**src/rtl/ucsbece154b_branch_resolve_pkg.sv**
```systemverilog
// rtl/ucsbece154b_branch_resolve_pkg.sv - opcodes and control classification for E-stage branch resolution
package ucsbece154b_branch_resolve_pkg;

  localparam logic [6:0] instr_branch_op = 7'b1100011;
  localparam logic [6:0] instr_jal_op    = 7'b1101111;
  localparam logic [6:0] instr_jalr_op   = 7'b1100111;

  typedef enum logic [1:0] {
    CTRL_NONE,
    CTRL_BRANCH,
    CTRL_JUMP
  } ctrl_kind_e;

  // jal and jalr are always taken, so they share one class
  function automatic ctrl_kind_e classify_op(input logic [6:0] op);
    if (op == instr_branch_op) return CTRL_BRANCH;
    if (op == instr_jal_op || op == instr_jalr_op) return CTRL_JUMP;
    return CTRL_NONE;
  endfunction

endpackage

```
**src/rtl/ucsbece154b_sat_counter.sv**
```systemverilog
// rtl/ucsbece154b_sat_counter.sv - saturating event counter with synchronous clear
module ucsbece154b_sat_counter #(
  parameter int WIDTH = 32
) (
  input  logic             clk,
  input  logic             rst,
  input  logic             clear_i,
  input  logic             en_i,
  output logic [WIDTH-1:0] count_o
);

  logic [WIDTH-1:0] count_q;

  // clear wins over a same-cycle increment; the count sticks at all-ones
  always_ff @(posedge clk or posedge rst) begin
    if (rst) begin
      count_q <= '0;
    end else if (clear_i) begin
      count_q <= '0;
    end else if (en_i && (count_q != {WIDTH{1'b1}})) begin
      count_q <= count_q + 1'b1;
    end
  end

  assign count_o = count_q;

endmodule

```
**src/rtl/ucsbece154b_branch_resolve.sv**
```systemverilog
// rtl/ucsbece154b_branch_resolve.sv - carries predictions to E, detects mispredicts, drives predictor updates
module ucsbece154b_branch_resolve
  import ucsbece154b_branch_resolve_pkg::*;
#(
  parameter int NUM_BTB_ENTRIES = 32,
  parameter int NUM_GHR_BITS    = 5
) (
  input  logic                               clk,
  input  logic                               reset_i,
  input  logic                               stallD_i,
  input  logic                               flushD_i,
  input  logic                               flushE_i,
  input  logic [31:0]                        pcF_i,
  input  logic                               BranchTakenF_i,
  input  logic [31:0]                        BTBtargetF_i,
  input  logic [NUM_GHR_BITS-1:0]            PHTreadaddressF_i,
  input  logic [6:0]                         opE_i,
  input  logic                               ActualTakenE_i,
  input  logic [31:0]                        ActualTargetE_i,
  input  logic                               countersClear_i,
  output logic                               MispredictE_o,
  output logic [31:0]                        RedirectPC_o,
  output logic                               BTB_we_o,
  output logic [$clog2(NUM_BTB_ENTRIES)-1:0] BTBwriteaddress_o,
  output logic [31:0]                        BTBwritedata_o,
  output logic                               PHTwe_o,
  output logic                               PHTincrement_o,
  output logic [NUM_GHR_BITS-1:0]            PHTwriteaddress_o,
  output logic                               GHRreset_o,
  output logic [31:0]                        BranchCount_o,
  output logic [31:0]                        MispredictCount_o
);

  localparam int BTB_IDX_W = $clog2(NUM_BTB_ENTRIES);

  logic [31:0]             pcD, pred_targetD;
  logic                    pred_takenD, validD;
  logic [NUM_GHR_BITS-1:0] pht_idxD;

  logic [31:0]             pcE, pred_targetE;
  logic                    pred_takenE, validE;
  logic [NUM_GHR_BITS-1:0] pht_idxE;

  ctrl_kind_e ctrl_e;
  logic       is_br, is_j, ctrl_valid, act_taken, target_diff;

  // F->D: flush beats stall, stall holds, otherwise capture the fetch prediction
  always_ff @(posedge clk or posedge reset_i) begin
    if (reset_i) begin
      validD       <= 1'b0;
      pcD          <= '0;
      pred_takenD  <= 1'b0;
      pred_targetD <= '0;
      pht_idxD     <= '0;
    end else if (flushD_i) begin
      validD <= 1'b0;
    end else if (!stallD_i) begin
      validD       <= 1'b1;
      pcD          <= pcF_i;
      pred_takenD  <= BranchTakenF_i;
      pred_targetD <= BTBtargetF_i;
      pht_idxD     <= PHTreadaddressF_i;
    end
  end

  // D->E: no stall in E, only a bubble on flush
  always_ff @(posedge clk or posedge reset_i) begin
    if (reset_i) begin
      validE       <= 1'b0;
      pcE          <= '0;
      pred_takenE  <= 1'b0;
      pred_targetE <= '0;
      pht_idxE     <= '0;
    end else begin
      validE       <= validD & ~flushE_i;
      pcE          <= pcD;
      pred_takenE  <= pred_takenD;
      pred_targetE <= pred_targetD;
      pht_idxE     <= pht_idxD;
    end
  end

  assign ctrl_e      = classify_op(opE_i);
  assign is_br       = (ctrl_e == CTRL_BRANCH);
  assign is_j        = (ctrl_e == CTRL_JUMP);
  assign ctrl_valid  = validE & (is_br | is_j);
  assign act_taken   = is_j | (is_br & ActualTakenE_i);
  assign target_diff = (pred_targetE != ActualTargetE_i);

  // resolve the E instruction; everything stays 0 unless a valid control op is present
  always_comb begin
    MispredictE_o     = 1'b0;
    RedirectPC_o      = '0;
    BTB_we_o          = 1'b0;
    BTBwriteaddress_o = '0;
    BTBwritedata_o    = '0;
    PHTwe_o           = 1'b0;
    PHTincrement_o    = 1'b0;
    PHTwriteaddress_o = '0;
    if (ctrl_valid) begin
      MispredictE_o = (pred_takenE != act_taken) | (pred_takenE & act_taken & target_diff);
      if (MispredictE_o) begin
        RedirectPC_o = act_taken ? ActualTargetE_i : (pcE + 32'd4);
      end
      if (act_taken && target_diff) begin
        BTB_we_o          = 1'b1;
        BTBwriteaddress_o = pcE[BTB_IDX_W+1:2];
        BTBwritedata_o    = ActualTargetE_i;
      end
      if (is_br) begin
        PHTwe_o           = 1'b1;
        PHTincrement_o    = ActualTakenE_i;
        PHTwriteaddress_o = pht_idxE;
      end
    end
  end

  assign GHRreset_o = MispredictE_o;

  ucsbece154b_sat_counter #(.WIDTH(32)) u_branch_cnt (
    .clk     (clk),
    .rst     (reset_i),
    .clear_i (countersClear_i),
    .en_i    (ctrl_valid),
    .count_o (BranchCount_o)
  );

  ucsbece154b_sat_counter #(.WIDTH(32)) u_mispredict_cnt (
    .clk     (clk),
    .rst     (reset_i),
    .clear_i (countersClear_i),
    .en_i    (MispredictE_o),
    .count_o (MispredictCount_o)
  );

endmodule

```
**config.mk**
```make
export PLATFORM = sky130hd
export DESIGN_NAME = ucsbece154b_branch_resolve
export DESIGN_NICKNAME = d
export VERILOG_FILES = /design/src/rtl/ucsbece154b_branch_resolve_pkg.sv /design/src/rtl/ucsbece154b_sat_counter.sv /design/src/rtl/ucsbece154b_branch_resolve.sv
export SDC_FILE = /design/constraint.sdc
export NUM_CORES = 1
export LEC_CHECK = 0
export ABC_AREA = 0
export CAP_MARGIN = 30
export CORE_ASPECT_RATIO = 0.75
export CORE_MARGIN = 10
export CORE_UTILIZATION = 25
export DETAILED_ROUTE_END_ITERATION = 12
export DONT_BUFFER_PORTS = 1
export PLACE_DENSITY = 0.47
export SYNTH_ARGS = -nofsm -noshare
export SYNTH_HDL_FRONTEND = slang
export SYNTH_HIERARCHICAL = 1
export SYNTH_SLANG_ARGS = --single-unit
```
**constraint.sdc**
```tcl
create_clock -name clk -period 11.65 [get_ports clk]
set_input_delay 2.33 -clock clk [delete_from_list [all_inputs] [get_ports clk]]
set_output_delay 2.33 -clock clk [all_outputs]
set_load 0.02 [all_outputs]
```
==> reports/metrics.cfg, run 1 <==
[status]
status = completed

[sta]
fin_crit_sh = 0.610
fin_setup_tns_ns = 0
worst_slack_ns = 4.55
drv_slew = 0
relSlewSlack = 0.418
rsz0062_at_grt = no
clock_skew_ns = 0.0210
max_freq_mhz = 141
holdWs_ns = 0.362
fin_crit_ns = 7.10
hold_violations = 0
setup_viol = 0
worst_pin_slew_ns = 0.866

[global_routing]
grt_pass1_wl_microns = 50400
grt_util_all_layers = 0.140
grt_overflow = 0
antenna_found_initial = 16
grt_max_degree = 80
grt_pass1_vias = 7111

[routing]
vias_per_cell = 5.03
first_pass_iters = 7
post-route-drc-count = 0
wire_per_inst_microns = 24.0
vias = 7219
routed_wirelength_microns = 34500
ant_nets = 0
drtIter0Drc = 382

[layout]
syn2layout_area_growth_pct = 15.1
num-fill-cells = 4006
final_layout_size_suffix_gt1_frac = 0.171
layout.nets = 1025
fin_cells = 1436
final_area_sq_um = 11300

[synthesis]
yosys.area.top_type = dfrtp_1
synth.top_cells.by_count = dfrtp_1, mux2_2, a21oi_1
yosys_warnings = 6
netlist.area_leader.share = 0.526
async_reset_ff_frac = 1.00
yosysMostFrequentCell = dfrtp_1
ys.flop_type = dfrtp_1
synth_edf_count = 0
synth-seq-cells = 206
synth_nets = 1024
syn_area_sq_um = 9800
synth_cell_types = 48
yosys-top-cells-area = dfrtp_1, mux2_2, xor2_1
synth_seq_area_share = 0.526
syn_inst = 904
synth.avg_cell_area_sq_um = 10.8

[floorplan]
dieArea_sq_um = 47600
die_height_microns = 191
core_sq_um = 38500
start_util = 0.255
ios = 259
die_w_microns = 249
num_rows = 62

[pwr]
pwr-share-comb = 0.073
switchingPower_mw = 0.450
p_seq_frac = 0.477
power_frac_clock = 0.450
p_leak_nw = 4.40
p_int_mw = 1.30
power_density_nw_per_um2 = 155
swShare = 0.257
peakVddDrop_mv = 0.0980

[clock_tree]
cts_made_buffers = 25
clk_path_buf_depth = 3
clkSinkCount = 206
cts_root_buffer = clkbuf_16
h-tree-depth = 1
cts_setup_buffers = 0
cts_hold_buf = 0
path_clk_slew_ns = 0.07
worstSkewPairLatency_ns = 0.55
cts_resized = 0
cts_tree = yes

[hold_path]
hold_path.class = reg2reg
hold_path_depth = 0

[place]
dpl_cell_area_sq_um = 10400
dp.cells = 1388
place_ws_ns = 4.36
io_buffers = 0
hpwl_microns = 26000
gp_congestion = 0.813

[setup_path]
cp_data_required_time_ns = 9.32
path_cells = and4b_1, o211ai_1, buf_4, buf_4, nor2_1, a221oi_1
cp_common_cell = buf_4
end_kind = output pin
critical_path_class = in2out
crit_buf_inv = 2
cpPeakStageDelay_ns = 0.77
slowest_stage = a221oi_1
cp.arrival_ns = 4.77
worst-path-stages = 6
startpoint_type = input pin
r2r_slack_ns = 7.55
crit_fanout = 76
r2r.worst_path.cells = 12
critical-path-top-delay-family = buffers and inverters

[flow_run]
maxCapViolCount = 0

per-layer routing:
layer  routed length, microns  track usage  vias to the layer above  part of all wire
met5                      131            0                        -            0.0038
met4                      594       0.0243                       20             0.017
met3                     3580       0.0652                       57              0.10
met2                    15900        0.224                      229              0.46
met1                    14300        0.171                     3609              0.42
li1                         -            -                     3304                 -
path summary, 6_finish.rpt:
| check | startpoint | to |
|---|---|---|
| worst min-delay path | pred_targetD[3] | pred_targetE[3] |
| worst max register to register | pred_targetE[22] | u_mispredict_cnt/count_o[29] |
| min in group asynchronous | reset_i | validE |
| worst min register to register | pred_targetD[3] | pred_targetE[3] |
| max in group asynchronous | reset_i | pred_targetE[22] |
| worst max-delay path | opE_i[5] | RedirectPC_o[6] |
stage by stage:
stage | util | power [mW]
3_3_place_gp | 0.269 | 0.977
4_1_cts | 0.292 | 1.78
2_1_floorplan | - | 0.927
6_report | 0.293 | 1.75
5_1_grt | 0.293 | 1.83
3_5_place_dp | 0.271 | 0.978
power by group through the flow:
stage	Combinational (mW)	Clock, mW	Sequential (mW)
6_report	0.127	0.788	0.835
5_1_grt	0.143	0.846	0.844
4_1_cts	0.132	0.816	0.836
3_5_place_dp	0.131	0	0.848
3_3_place_gp	0.130	0	0.848
2_1_floorplan	0.0959	0	0.832
cells by family after synthesis:
group,Yosys count,share of synthesized area
AO/OA/AOI/OAI,163,0.113
XOR/XNOR,65,0.0581
adder cells (fa/ha/maj),4,0.00511
buffers and inverters,104,0.0434
flip-flops,206,0.526
multiplexers,72,0.0825
AND/OR/NAND/NOR,290,0.172
registers in the layout, indices dropped and copies added, names as in the netlist:
signal	count
pcD	32
pcE	32
pht_idxD	5
pht_idxE	5
pred_takenD	1
pred_takenE	1
pred_targetD	32
pred_targetE	32
u_branch_cnt/count_o	32
u_mispredict_cnt/count_o	32
validD	1
validE	1
final cells by class:
type,count,area [sq um],share of cell area
diodes,4,10.0,0.000888
well taps,512,641,0.0568
multi-input cells,594,4250,0.376
clock buffers,29,661,0.0586
inverters,60,230,0.0204
repair buffers,18,183,0.0162
flip-flops and latches,206,5150,0.457
clock inverters,13,153,0.0135
worst reg2reg max path, cell delays in order (launching register included):
cell and delay, ns:
dfrtp_1 0.39, xor2_1 0.20, nor4_1 0.67, nand4_1 0.38
o211ai_4 0.55, buf_16 0.23, nand2_1 0.40, nand4_1 0.42
nor3_1 0.12, o311ai_1 0.10, buf_4 0.26, o31ai_1 0.11
a21oi_1 0.18
layout by cell type (no fill, tap or decap), types with 3 or more instances in the layout:
cell and instances:
a21oi_1 61, a221oi_1 26, a221oi_2 3, and2_1 8, and3_1 8, and4_1 11, buf_16 3, buf_2 5
buf_4 10, clkbuf_16 25, clkinv_4 5, dfrtp_1 206, diode_2 4, ha_1 4, inv_1 59, inv_6 3
mux2_2 70, nand2_1 32, nand3_1 31, nand4_1 17, nand4_2 4, nor2_1 50, nor3_1 42, nor3_2 6
nor4_1 16, o21ai_0 24, o31a_1 3, o31ai_1 30, or3_1 24, or4_1 28, xnor2_1 21, xor2_1 44
Note: power is estimated with default switching activity, not from simulation.
==> inputs of run 2 (changes only) <==
- clock period: 11.65 -> 7 ns (I/O delays scaled with it)
==> run 2 against run 1 <==
Critical path depth unchanged; die area stayed put; worst setup slack worse by 2.4 ns; clock skew is 0.0085 ns lower; first-iteration DRC count rose by 6.3%; register-to-register slack got worse by 4.0 ns; clock-buffer cell count rose by 3; cell count is 1.7% higher; combinational power rose by 69%; global-route usage fell by 0.28 points; sequential share of layout area fell by 0.77 points; via count shrank 0.32%; largest cell class unchanged; largest power group unchanged.
==> reports/metrics.cfg, run 2 (synthesized netlist as in run 1, its figures left out) <==
[status]
status = completed

[layout]
regArea_sq_um = 5150  ; unchanged
final_layout_size_suffix_gt1_frac = 0.192  ; +0.0209
syn2layout_area_growth_pct = 17.1
final_cell_mix = dfrtp_1, mux2_2, a21oi_1
multi_input_area_sq_um = 4250  ; unchanged
layout.nets = 1050  ; +2.4%
num-fill-cells = 3988  ; -0.45%
final_common_cell = dfrtp_1

[clock_tree]
clkSinkCount = 206  ; unchanged
clk_path_buf_depth = 3  ; unchanged
cts_hold_buf = 0  ; unchanged
cts_tree = yes
path_clk_slew_ns = 0.06  ; about the same
h-tree-depth = 1  ; unchanged
cts_resized = 0  ; unchanged
cts_made_buffers = 24  ; -4.0%
worstSkewPairLatency_ns = 0.53  ; -0.02 ns
cts_setup_buffers = 0  ; unchanged
cts_root_buffer = clkbuf_16

[sta]
relSlewSlack = 0.392  ; -0.0263
rsz0062_at_grt = no
max_freq_mhz = 205
fin_crit_sh = 0.696
drv_slew = 0  ; unchanged
hold_violations = 0  ; unchanged
fin_setup_tns_ns = 0  ; unchanged
fin_crit_ns = 4.88
setup_viol = 0  ; unchanged
clock_skew_ns = 0.0126  ; -0.00848 ns
worst_pin_slew_ns = 0.905  ; +0.0391 ns

[floorplan]
num_rows = 62  ; unchanged
dieArea_sq_um = 47600  ; unchanged
core_sq_um = 38500  ; unchanged
die_height_microns = 191  ; unchanged
ios = 259  ; unchanged
start_util = 0.255  ; unchanged
die_w_microns = 249  ; unchanged

[setup_path]
slowest_stage = nor3_1
cp_data_required_time_ns = 5.60  ; -3.72 ns
end_kind = output pin
critical_path_class = in2out
cp.arrival_ns = 3.48  ; -1.29 ns
crit_fanout = 33  ; -57%
cpPeakStageDelay_ns = 0.70  ; -0.07 ns
path_cells = and4b_1, nand3_1, a21oi_2, o21ai_4, buf_12, nor3_1
startpoint_type = input pin

[routing]
drtIter0Drc = 406  ; +6.3%
ant_nets = 0  ; unchanged
post-route-drc-count = 0  ; unchanged
routed_wirelength_microns = 33800  ; -2.0%
first_pass_iters = 4  ; -3
wire_per_inst_microns = 23.2  ; -3.6%
vias = 7196  ; -0.32%
vias_per_cell = 4.93  ; -2.0%

[pwr]
power_mw = 2.91  ; +66%
peakVddDrop_mv = 0.142  ; +45%
power_density_nw_per_um2 = 254  ; +64%
p_leak_nw = 4.55  ; +3.4%

[global_routing]
grt_pass1_wl_microns = 49800  ; -1.1%
grt_pass1_vias = 7174  ; +0.89%
antenna_found_initial = 9  ; -7
grt_overflow = 0  ; unchanged
grt_util_all_layers = 0.137  ; -0.00284
grt_max_degree = 101  ; +26%

[place]
hpwl_microns = 25400  ; -2.0%
gp_congestion = 0.742  ; -8.7%
io_buffers = 0  ; unchanged

[hold_path]
hold_path.class = reg2reg

[flow_run]
maxCapViolCount = 0  ; unchanged

[run 2: report_power, final]
part	total [mW]	internal [mW]	switching [mW]
clock	1.31	0.800	0.512
sequential	1.39	1.31	0.0737
combinational	0.215	0.0963	0.118
total	2.91	2.21	0.704
[run 2: final timing paths]
check	start	to	slack, ns	depth (start not counted)
worst min register to register	pcD[13]	pcE[13]	0.37	0
worst min-delay path	pcD[13]	pcE[13]	0.37	0
min in group asynchronous	reset_i	u_mispredict_cnt/count_o[11]	0.86	2
max in group asynchronous	reset_i	pcE[17]	4.81	2
worst max register to register	pred_targetE[31]	u_mispredict_cnt/count_o[27]	3.54	12
worst max-delay path	opE_i[4]	BTBwritedata_o[31]	2.12	6
[run 2: area by class of cell]
class | count | share of cell area
flip-flops and latches | 206 | 0.449
multi-input cells | 594 | 0.370
clock buffers | 32 | 0.0603
well taps | 512 | 0.0558
repair buffers | 44 | 0.0326
inverters | 60 | 0.0201
clock inverters | 9 | 0.0110
diodes | 3 | 0.000654
[run 2: through the flow]
stage          cells  cell area (sq um)  setup WS [ns]   util  hold WS (ns)
6_report        1460              11500           2.12  0.298         0.369
5_1_grt         1457              11500           1.96  0.298         0.375
4_1_cts         1455              11400           1.83  0.297         0.371
3_5_place_dp    1414              10600           1.84  0.275         0.357
3_3_place_gp    1409              10500           1.68  0.274         0.354
2_1_floorplan    904               9800           1.79      -         0.350
[run 2: metal layers]
layer,vias up,track usage,part of all wire,routed length [microns]
met3,40,0.0644,0.11,3750
li1,3373,-,-,-
met5,-,0,0.0025,86
met1,3545,0.163,0.41,13800
met2,228,0.225,0.46,15700
met4,10,0.0225,0.014,474
[run 2: worst max-delay path: cells and delay by family]
family	cells	cell delay (ns)
AOI/OAI and AO/OA	2	0.77
and+or+nand+nor	3	1.07
buffers and inverters	1	0.22
==> inputs of run 3 (changes only) <==
- PLACE_DENSITY: 0.47 -> 0.49
- clock period: 7 -> 4.4 ns (I/O delays scaled with it)
==> run 3 against run 2 <==
Largest cell class unchanged; clock-buffer cell count increased by 3; global-route usage increased by 0.45 points; worst setup slack got worse by 1.9 ns; combinational power increased by 49%.
==> reports/metrics.cfg, run 3 (synthesized netlist as in run 1, its figures left out) <==
[sta]
hold_violations = 0  ; unchanged
setup_viol = 0  ; unchanged
fin_crit_ns = 4.17
max_freq_mhz = 240
clock_skew_ns = 0.0131  ; +0.000503 ns
worst_pin_slew_ns = 0.805  ; -0.100 ns
relSlewSlack = 0.457  ; +0.0656
drv_slew = 0  ; unchanged
rsz0062_at_grt = no
fin_crit_sh = 0.948
fin_setup_tns_ns = 0  ; unchanged

[global_routing]
grt_pass1_wl_microns = 51500  ; +3.5%
grt_overflow = 0  ; unchanged
grt_pass1_vias = 7525  ; +4.9%
grt_max_degree = 103  ; +2.0%
antenna_found_initial = 12  ; +3
grt_util_all_layers = 0.141  ; +0.00450

[place]
hpwl_microns = 26200  ; +3.1%
dp.cells = 1462  ; +3.4%
io_buffers = 0  ; unchanged
gp_congestion = 0.791  ; +6.5%

[pwr]
power_density_nw_per_um2 = 380  ; +50%
peakVddDrop_mv = 0.225  ; +58%
p_leak_nw = 4.76  ; +4.6%

[routing]
first_pass_iters = 5  ; +1
drtIter0Drc = 572  ; +41%
vias = 7430  ; +3.3%
ant_nets = 0  ; unchanged
wire_per_inst_microns = 23.1  ; -0.44%
routed_wirelength_microns = 34800  ; +2.8%
post-route-drc-count = 0  ; unchanged
vias_per_cell = 4.93  ; about the same

[layout]
syn2layout_area_growth_pct = 20.3
final_cell_mix = dfrtp_1, buf_4, mux2_2
layout.nets = 1095  ; +4.3%
num-fill-cells = 4034  ; +1.2%
fin_cells = 1508  ; +3.3%
final_common_cell = dfrtp_1
final_layout_size_suffix_gt1_frac = 0.228  ; +0.0365

[setup_path]
cp_data_required_time_ns = 3.52  ; -2.08 ns
cp.arrival_ns = 3.29  ; -0.19 ns
crit_fanout = 22  ; -33%
critical_path_class = reg2out
worstSetupStartpoint = pred_targetE[29]
end_kind = output pin
timing.rr.start = pred_targetE[29]
startpoint_type = flip-flop

[status]
status = completed

[floorplan]
start_util = 0.255  ; unchanged
core_sq_um = 38500  ; unchanged
die_w_microns = 249  ; unchanged
die_height_microns = 191  ; unchanged
ios = 259  ; unchanged
num_rows = 62  ; unchanged
dieArea_sq_um = 47600  ; unchanged

[clock_tree]
cts_made_buffers = 23  ; -4.2%
clkSinkCount = 206  ; unchanged
cts_tree = yes
cts_hold_buf = 0  ; unchanged
worstSkewPairLatency_ns = 0.52  ; about the same
path_clk_slew_ns = 0.06  ; about the same
cts_setup_buffers = 0  ; unchanged
h-tree-depth = 1  ; unchanged
cts_root_buffer = clkbuf_16
clk_path_buf_depth = 3  ; unchanged
cts_resized = 0  ; unchanged

[flow_run]
maxCapViolCount = 0  ; unchanged

[hold_path]
hold_path.class = in2async

## run 3: cell count changes in the layout (fill, tap and decap cells not counted), moves of 2 or more
cell	change
buf_12	+2
buf_4	+45
bufinv_16	-2
clkbuf_1	+2
clkbuf_16	-2
clkbuf_8	+3
clkinv_2	-2
clkinvlp_4	+3
diode_2	+2
## run 3: path summary, 6_finish.rpt
| path | slack, ns | end | cells after the start |
|---|---|---|---|
| max in group asynchronous | 3.20 | pred_takenD | 3 |
| worst min register to register | 0.37 | pred_targetE[11] | 0 |
| worst max register to register | 1.08 | u_mispredict_cnt/count_o[13] | 11 |
| worst max-delay path | 0.23 | RedirectPC_o[13] | 7 |
| worst min-delay path | 0.11 | pht_idxE[0] | 1 |
| min in group clk | 0.37 | pred_targetE[11] | 0 |
## run 3: power by group
group,total [mW],internal [mW],leakage [nW],switching [mW]
logic,0.320,0.158,1.84,0.163
registers,2.21,2.09,2.56,0.122
clock network,1.95,1.14,0.362,0.811
total,4.48,3.38,4.76,1.10
## run 3: stage by stage
stage,power (mW),utilization,hold slack (ns),cell area (sq um),setup slack [ns]
final,4.48,0.306,0.115,11800,0.227
after global placement,2.56,0.285,0.354,11000,0.241
after detailed placement,2.57,0.286,0.358,11000,0.234
after CTS,4.56,0.306,0.0817,11800,0.150
after floorplan,2.46,-,0.350,9800,0.506
after global routing,4.69,0.306,0.0883,11800,0.0668
## run 3: metal layers
metal,vias to the layer above,part of all wire,wire length (microns),track usage
li1,3451,-,-,-
met1,3662,0.44,15300,0.180
met2,259,0.43,15100,0.216
met3,48,0.10,3630,0.0655
met4,10,0.020,709,0.0283
met5,-,0.0024,85,0
## run 3: layout make-up
cell class / count / area (sq um) / share of cell area
flip-flops and latches: 206 / 5150 / 0.437
multi-input cells: 594 / 4250 / 0.361
repair buffers: 90 / 746 / 0.0633
clock buffers: 35 / 691 / 0.0586
well taps: 512 / 641 / 0.0544
inverters: 60 / 229 / 0.0194
clock inverters: 6 / 62.6 / 0.00531
diodes: 5 / 12.5 / 0.00106
## run 3: critical path, cell delays in order, from the launching register on
cell and delay [ns]:
dfrtp_1 0.37, xor2_1 0.16, nor4_1 0.66, nand4_1 0.40, o211ai_4 0.45, buf_4 0.35, a221oi_1 0.16, buf_4 0.19
